$ cat config.mk
export PLATFORM = sky130hd
export DESIGN_NAME = rcc_reg2ahb_master
export DESIGN_NICKNAME = d
export VERILOG_FILES = /design/src/rtl/rcc_reg2ahb_pkg.sv /design/src/rtl/rcc_reg2ahb_strb_dec.sv /design/src/rtl/rcc_reg2ahb_master.sv
export SDC_FILE = /design/constraint.sdc
export NUM_CORES = 1
export LEC_CHECK = 0
export CORE_MARGIN = 10
export CORE_UTILIZATION = 41
export CTS_BUF_LIST = sky130_fd_sc_hd__clkbuf_4 sky130_fd_sc_hd__clkbuf_8
export CTS_CLUSTER_SIZE = 40
export DETAILED_ROUTE_END_ITERATION = 10
export PLACE_DENSITY = 0.85
export SYNTH_ARGS = -nofsm -noshare
export SYNTH_HDL_FRONTEND = slang
export SYNTH_SLANG_ARGS = --single-unit
$ cat constraint.sdc
create_clock -name hclk -period 2 [get_ports hclk]
set_clock_uncertainty 0.2 [all_clocks]
set_input_delay 0.4 -clock hclk [delete_from_list [all_inputs] [get_ports hclk]]
set_output_delay 0.4 -clock hclk [all_outputs]
set_load 0.05 [all_outputs]
$ cat src/rtl/rcc_reg2ahb_pkg.sv
// Shared constants and FSM state type for the register-request to AHB-lite master bridge.
package rcc_reg2ahb_pkg;

  localparam logic [1:0] HTRANS_IDLE   = 2'b00;
  localparam logic [1:0] HTRANS_NONSEQ = 2'b10;

  localparam logic [2:0] HSIZE_BYTE = 3'b000;
  localparam logic [2:0] HSIZE_HALF = 3'b001;
  localparam logic [2:0] HSIZE_WORD = 3'b010;

  localparam logic [1:0] RSP_OKAY    = 2'b00;
  localparam logic [1:0] RSP_ERR     = 2'b01;
  localparam logic [1:0] RSP_ILLSTRB = 2'b10;
  localparam logic [1:0] RSP_TMO     = 2'b11;

  typedef enum logic [1:0] {
    ST_IDLE = 2'b00,
    ST_ADDR = 2'b01,
    ST_DATA = 2'b10,
    ST_DONE = 2'b11
  } state_t;

endpackage

$ cat src/rtl/rcc_reg2ahb_strb_dec.sv
// Write-strobe decoder: maps a 4-bit byte strobe onto AHB size and address LSBs.
module rcc_reg2ahb_strb_dec
  import rcc_reg2ahb_pkg::*;
(
  input  logic [3:0] strb,
  output logic       legal,
  output logic [2:0] hsize,
  output logic [1:0] addr_lsb
);

  // NOTE: every output gets a default before the case so no latch is inferred.
  always_comb begin
    legal    = 1'b1;
    hsize    = HSIZE_WORD;
    addr_lsb = 2'b00;
    unique case (strb)
      4'b1111: hsize = HSIZE_WORD;
      4'b0011: hsize = HSIZE_HALF;
      4'b1100: begin hsize = HSIZE_HALF; addr_lsb = 2'b10; end
      4'b0001: hsize = HSIZE_BYTE;
      4'b0010: begin hsize = HSIZE_BYTE; addr_lsb = 2'b01; end
      4'b0100: begin hsize = HSIZE_BYTE; addr_lsb = 2'b10; end
      4'b1000: begin hsize = HSIZE_BYTE; addr_lsb = 2'b11; end
      default: legal = 1'b0;
    endcase
  end

endmodule

$ cat src/rtl/rcc_reg2ahb_master.sv
// Single-transfer AHB-lite master driven by a simple register-request interface.
// Optional wait-state timeout is compiled in with `define RCC_REG2AHB_TIMEOUT_EN.
module rcc_reg2ahb_master
  import rcc_reg2ahb_pkg::*;
#(
  parameter int AW          = 32,
  parameter int DW          = 32,
  parameter int WW          = 4,
  parameter int TIMEOUT_CYC = 256
) (
  input  logic          hclk,
  input  logic          hresetn,
  input  logic          mreq,
  input  logic          mwrite,
  input  logic [AW-1:0] maddr,
  input  logic [WW-1:0] mwstrb,
  input  logic [DW-1:0] mdata,
  output logic          busy,
  output logic          sdone,
  output logic [1:0]    sresp,
  output logic [DW-1:0] sdata,
  output logic [AW-1:0] haddr,
  output logic [1:0]    htrans,
  output logic          hwrite,
  output logic [2:0]    hsize,
  output logic [DW-1:0] hwdata,
  input  logic          hready,
  input  logic          hresp,
  input  logic [DW-1:0] hrdata
`ifdef RCC_REG2AHB_TIMEOUT_EN
  ,
  output logic          timeout
`endif
);

  state_t        state, state_n;
  logic [AW-1:0] haddr_n;
  logic [1:0]    htrans_n, sresp_n;
  logic          hwrite_n, busy_n, sdone_n;
  logic [2:0]    hsize_n;
  logic [DW-1:0] hwdata_n, wdata, wdata_n, sdata_n;
  logic          dec_legal;
  logic [2:0]    dec_hsize;
  logic [1:0]    dec_lsb;
  logic          tmo_xfer;

  rcc_reg2ahb_strb_dec u_strb_dec (
    .strb     (mwstrb),
    .legal    (dec_legal),
    .hsize    (dec_hsize),
    .addr_lsb (dec_lsb)
  );

  always_comb begin
    state_n  = state;
    haddr_n  = haddr;
    htrans_n = htrans;
    hwrite_n = hwrite;
    hsize_n  = hsize;
    hwdata_n = hwdata;
    wdata_n  = wdata;
    busy_n   = busy;
    sdone_n  = 1'b0;
    sresp_n  = sresp;
    sdata_n  = sdata;
    unique case (state)
      // DONE behaves like IDLE for request sampling so back-to-back requests lose no cycle.
      ST_IDLE, ST_DONE: begin
        state_n = ST_IDLE;
        busy_n  = 1'b0;
        if (mreq) begin
          if (mwrite && !dec_legal) begin
            state_n = ST_DONE;
            sdone_n = 1'b1;
            sresp_n = RSP_ILLSTRB;
          end else begin
            state_n  = ST_ADDR;
            htrans_n = HTRANS_NONSEQ;
            busy_n   = 1'b1;
            hwrite_n = mwrite;
            wdata_n  = mdata;
            if (!mwrite) begin
              haddr_n = {maddr[AW-1:2], 2'b00};
              hsize_n = HSIZE_WORD;
            end else if (dec_hsize == HSIZE_WORD) begin
              haddr_n = maddr;
              hsize_n = HSIZE_WORD;
            end else begin
              haddr_n = {maddr[AW-1:2], dec_lsb};
              hsize_n = dec_hsize;
            end
          end
        end
      end
      ST_ADDR: begin
        if (hready) begin
          state_n  = ST_DATA;
          htrans_n = HTRANS_IDLE;
          hwdata_n = wdata;
        end
      end
      ST_DATA: begin
        if (hready) begin
          state_n = ST_DONE;
          sdone_n = 1'b1;
          busy_n  = 1'b0;
          if (hresp) begin
            sresp_n = RSP_ERR;
          end else begin
            sresp_n = RSP_OKAY;
            if (!hwrite) sdata_n = hrdata;
          end
          if (tmo_xfer) sresp_n = RSP_TMO;
        end
      end
      default: state_n = ST_IDLE;
    endcase
  end

  // NOTE: sequential state uses non-blocking assignments so all registers update together.
  always_ff @(posedge hclk or negedge hresetn) begin
    if (!hresetn) begin
      state  <= ST_IDLE;
      haddr  <= '0;
      htrans <= HTRANS_IDLE;
      hwrite <= 1'b0;
      hsize  <= HSIZE_WORD;
      hwdata <= '0;
      wdata  <= '0;
      busy   <= 1'b0;
      sdone  <= 1'b0;
      sresp  <= RSP_OKAY;
      sdata  <= '0;
    end else begin
      state  <= state_n;
      haddr  <= haddr_n;
      htrans <= htrans_n;
      hwrite <= hwrite_n;
      hsize  <= hsize_n;
      hwdata <= hwdata_n;
      wdata  <= wdata_n;
      busy   <= busy_n;
      sdone  <= sdone_n;
      sresp  <= sresp_n;
      sdata  <= sdata_n;
    end
  end

`ifdef RCC_REG2AHB_TIMEOUT_EN
  localparam int CW = $clog2(TIMEOUT_CYC + 1);
  logic [CW-1:0] wait_cnt;
  logic          counting;

  assign counting = (state == ST_ADDR || state == ST_DATA) && !hready &&
                    (wait_cnt != CW'(TIMEOUT_CYC));
  assign tmo_xfer = (wait_cnt == CW'(TIMEOUT_CYC));

  // Counter saturates at the limit; the per-transfer flag is simply "counter saturated".
  always_ff @(posedge hclk or negedge hresetn) begin
    if (!hresetn) begin
      wait_cnt <= '0;
      timeout  <= 1'b0;
    end else begin
      if (state_n == ST_ADDR && state != ST_ADDR) begin
        wait_cnt <= '0;
      end else if (counting) begin
        wait_cnt <= wait_cnt + CW'(1);
        if (wait_cnt == CW'(TIMEOUT_CYC - 1)) timeout <= 1'b1;
      end
    end
  end
`else
  logic unused_tmo_cfg;
  assign unused_tmo_cfg = (TIMEOUT_CYC > 0);
  assign tmo_xfer       = 1'b0;
`endif

endmodule

; Word level (Yosys, flattened, before mapping)
; Cells that the tools add are included.
[classes]
bitwise_logic = 3
muxes = 29
reduce_logical = 17
eq_ne = 16
[op_table]
columns = operator, n
row1 = $mux W2, 12
row2 = $eq A4 B4 Y1 const B, 3
row3 = $pmux W2 S2, 3
row4 = $pmux W2 S3, 2
row5 = $reduce_and A4 Y1, 3
row6 = $ne A2 B2 Y1 const B, 5
row7 = $eq A4 B2 Y1 const B, 2
row8 = $mux W1, 8
row9 = $reduce_or A7 Y1, 1
row10 = $mux W3, 2
row11 = $reduce_and A2 Y1, 3
row12 = $reduce_or A2 Y1, 3
row13 = $eq A2 B2 Y1 const B, 2
row14 = $eq A4 B1 Y1 const B, 1
row15 = $eq A4 B3 Y1 const B, 1
row16 = $pmux W1 S2, 2
row17 = $reduce_bool A2 Y1, 2
row18 = $reduce_or A4 Y1, 1
row19 = $eq A3 B2 Y1 const B, 1
row20 = $not A1 Y1, 3
row21 = $reduce_and A3 Y1, 1
row22 = $eq A2 B1 Y1 const B, 1
row23 = $logic_not A2 Y1, 1
row24 = $logic_and A1 B1 Y1, 1
row25 = $logic_not A1 Y1, 1
[word_totals]
inputBits = 106
wordCells = 76
regBits = 140
output_inout_bits = 106

; Longest topological paths before layout
[logic_depth]
ltp_word = 8
ltp_mapped = 8
ltp_nobuf = 6

; Modules after synthesis
; From an unflattened synthesis, not the netlist that was laid out.
[unflattened]
hier_cells = 349
hier_area_um2 = 5486.5
[by_module_without_submodules]
columns = mod, seq_area_each_um2, n_inst, cells_each, area_each_um2
row1 = rcc_reg2ahb_master, 3479.6, 1, 335, 5405.2
row2 = rcc_reg2ahb_strb_dec, 0.0, 1, 14, 81.3

; Least setup slack after synthesis
; No wires, ideal clock.
[synth_path]
kind = register to register
startpoint = register state[0]
endpoint = register wdata[21]
period_less_slack_ns = 2.051
n_path_buf = 2
setup_time_ns = 0.127
path_slack_ns = -0.051
required_time_ns = 1.673
arrival_ns = 1.724
stages_incl_launch_ff = 8
cell_sequence = dfrtp_1 inv_1 ha_1 nand2_1 a41oi_2 buf_4 buf_6 mux2_1
[synth_via]
elab_chain_len = 3
elab_cells_between_ends = 4
classes_between = eq/ne: 1 / reduce/logical: 3
[synth_lines]
columns = item, line_no
row1 = start: declaration, rcc_reg2ahb_master.sv:36  ; state_t state, state_n;
row2 = start signal: assignment, rcc_reg2ahb_master.sv:135  ; state <= state_n;
row3 = $eq A2 B2 Y1 / $logic_not A2 Y1 (equally long branches), rcc_reg2ahb_master.sv:66  ; unique case (state)
row4 = $reduce_or A2 Y1 (*), rcc_reg2ahb_master.sv:66
row5 = $reduce_and A3 Y1 (no source line) (*), --
row6 = end signal: assignment, rcc_reg2ahb_master.sv:141  ; wdata <= wdata_n;
row7 = end: declaration, rcc_reg2ahb_master.sv:41  ; logic [DW-1:0] hwdata_n, wdata, wdata_n, sdata_n;
; Every way passes the cells marked *; elsewhere a longest branch is shown, timed or not.
; A chain may end at the register's enable or synchronous reset.

; Worst setup path after layout
[layout_path]
startpoint = register state[1]
endpoint = register wdata[8]
; Same word-level chain as after synthesis.

==> impl_metrics.csv <==
group,metric,value,unit
status,outcome,"completed",
synthesis,synth.cell_area,5410,sq um
layout,nets,714,
route,drt-initial-drc-count,145,
cts,clock_tree.root_cell,"clkbuf_8",
route,route.vias.total,3837,
layout,drive_above_1_share,49.1,%
layout,layout.cells.most_common_list,"137 x dfrtp_1, 129 x buf_4, 101 x clkdlybuf4s50_1",
cts,clk-insertion-delay-late,0.44,ns
route,ant_nets,0,
layout,synthesis_to_finish_area_growth,57.1,%
timing,tns,0,ns
floorplanning,die_width,135,um
cts,cts_made_buffers,17,
route,first_pass_iters,4,
timing,finalSetupViolCount,0,
route,route.detailed.vias_per_inst,4.86,
placement,gp_routability_congestion,0.814,
timing,fin_crit_sh,99.5,%
power,power_per_cell_area,1970,nW/um^2
setup_path,path_max_fanout,10,
floorplanning,io-pin-count,212,
cts,maximum_clock_path_buffer_count,2,
floorplanning,std_cell_rows,41,
power,pwr-share-clk,15.5,%
floorplanning,start_util,42.3,%
timing,timing.final.crit_period,1.99,ns
timing,fin_ws,0.00904,ns
placement,portBuffers,209,
global_routing,grt_pass1_wl,23500,um
synthesis,synth_seq_cells,138,
power,leakagePower,3.87,nW
synthesis,syn-instance-count,354,
synthesis,post_synth_num_cell_types,33,
route,route.detailed.drc,0,
min_path,hold_path.class,"input pin to asynchronous set/reset pin",
setup_path,worst-endpoint-arrival,2.11,ns
layout,layout_commonest_cell,"dfrtp_1",
setup_path,timing.reg2reg.setup_slack,0.009,ns
power,intPower,9.37,mW
setup_path,timing.critical_path.required,2.12,ns
setup_path,setup.worst_path.start_class,"register",
route,wire_per_inst,19.4,um
synthesis,yosysWarningCount,0,
cts,clock_tree_sinks,138,
global_routing,grt_pass1_vias,4399,
global_routing,global_route.usage.total,16.5,%
setup_path,timing_worst_setup_path_type,"register to register",
power,power.share.combinational,54.8,%
cts,tritoncts,"yes",
timing,report.final.slew_viol_count,0,
job,cap_violations,0,
timing,grt_setup_unrepaired,"yes",
global_routing,grt_start_max_net_pins,45,
global_routing,grt_antenna_before_repair,1,
floorplanning,floorplan.die_area,18200,sq um
power,share_seq_of_total_power,29.8,%
placement,detailedPlacementHpwl,11100,um
route,routed_wirelength,15300,um
floorplanning,core_region_area,12800,sq um
synthesis,synth_seq_area_share,63.9,%
floorplanning,die_h,135,um
placement,place_area,7690,sq um
timing,maximum_clock_rate,502,MHz
timing,holdWs,0.257,ns
power,ir_worst_vdd,1.12,mV
power,post-layout-total-power,16.7,mW
layout,stdcell_area,8490,sq um
placement,worst_slack_placed,-0.572,ns
cts,htreeDepth,4,
cts,cts.reportedPaths.clkPinSlew,0.07,ns
setup_path,timing.critical_path.to_type,"register",
power,switching_power,7.32,mW
power,swShare,43.9,%
synthesis,postSynthAreaPerCell,15.3,sq um
timing,timing_hold_violations_final,0,
global_routing,grt_remaining_overflow,0,
[power by group through the flow]
stage,registers [mW],clock network [mW],logic [mW]
3_3_place_gp,4.88,0,8.37
3_5_place_dp,4.99,0,8.53
2_1_floorplan,8.54,0,2.07
4_1_cts,4.97,2.65,8.82
5_1_grt,5.16,2.79,9.58
6_report,4.97,2.58,9.15
[through the flow]
step / util, % / cells
after floorplan: - / 355
after CTS: 65.0 / 783
after global routing: 66.5 / 790
final: 66.5 / 790
after global placement: 60.2 / 748
after detailed placement: 60.2 / 748
[cell type report]
type	count	area (sq um)
diodes	1	2.50
multi-input cells	192	1980
well taps	172	215
inverters	8	30.0
clock inverters	11	195
fillers	933	4280
repair buffers	249	2350
clock buffers	19	262
flip-flops and latches	138	3450
[layer usage]
| layer | track usage [%] | routed length, um | vias to the layer above |
|---|---|---|---|
| li1 | - | - | 1753 |
| met1 | 16.7 | 5580 | 1911 |
| met2 | 28.5 | 7860 | 153 |
| met3 | 8.53 | 1590 | 20 |
| met4 | 6.05 | 289 | 0 |
| met5 | 0 | 0 | - |
[Yosys cell counts (all sizes together)]
| cell type | n | share of area, % |
|---|---|---|
| dfrtp | 137 | 63 |
| mux2 | 128 | 27 |
| buf | 17 | 1.9 |
| nand2 | 11 | 0.76 |
| nor2 | 9 | 0.72 |
| o21ai | 9 | 0.90 |
| a21oi | 8 | 0.74 |
| inv | 8 | 0.56 |
| and3 | 4 | 0.46 |
| mux2i | 3 | 0.56 |
| a21boi | 2 | 0.28 |
| a31o | 2 | 0.32 |
| ha | 2 | 0.46 |
| nand3 | 2 | 0.19 |
| a211o | 1 | 0.16 |
| a211oi | 1 | 0.14 |
| a22o | 1 | 0.16 |
| a31oi | 1 | 0.12 |
| a41oi | 1 | 0.30 |
| conb | 1 | 0.069 |
| dfstp | 1 | 0.49 |
| nand4 | 1 | 0.12 |
| nor3 | 1 | 0.093 |
| nor3b | 1 | 0.14 |
| o21a | 1 | 0.14 |
| o221ai | 1 | 0.16 |
[critical path, stage by stage, from the launching register on]
cell and delay, ns:
dfrtp_1 0.41, ha_4 0.29, nand2_4 0.05, a41oi_4 0.21
buf_12 0.20, clkbuf_16 0.18, mux2_2 0.33
[final timing paths]
path	startpoint	end	cells after the start
hold / removal	hresetn	hwdata[23]	2
setup reg to reg	state[1]	wdata[8]	6
max in group asynchronous	hresetn	hsize[1]	3
min in group hclk	haddr[5]	haddr[5]	1
setup / recovery	state[1]	wdata[8]	6
hold reg to reg	haddr[5]	haddr[5]	1
[cell families after synthesis]
group | Yosys count | synth area share [%]
flops | 138 | 63.9
mux | 131 | 27.2
simple gates | 29 | 2.48
compound gates | 28 | 3.43
buf+inv | 25 | 2.43
fa+ha+maj | 2 | 0.463
other cells | 1 | 0.0694
[registers in the layout (all words and copies together), names as in the netlist]
signal  flops
htrans      1
hwrite      1
busy        1
sdone       1
state       2
hwdata     32
wdata      32
hsize       2
sresp       2
haddr      32
sdata      32
[repair_timing]
| item | in CTS | in global routing |
|---|---|---|
| gates resized for setup | 11 | 30 |
| hold buffers | 1 | 0 |
| gates cloned | 3 | 2 |
| pin swaps | 1 | 0 |
| hold endpoints to repair | 40 | 0 |
| endpoints found under the setup margin | 64 | 64 |
| setup buffers | 1 | 4 |
No activity file was read; power rests on OpenSTA's default activity.
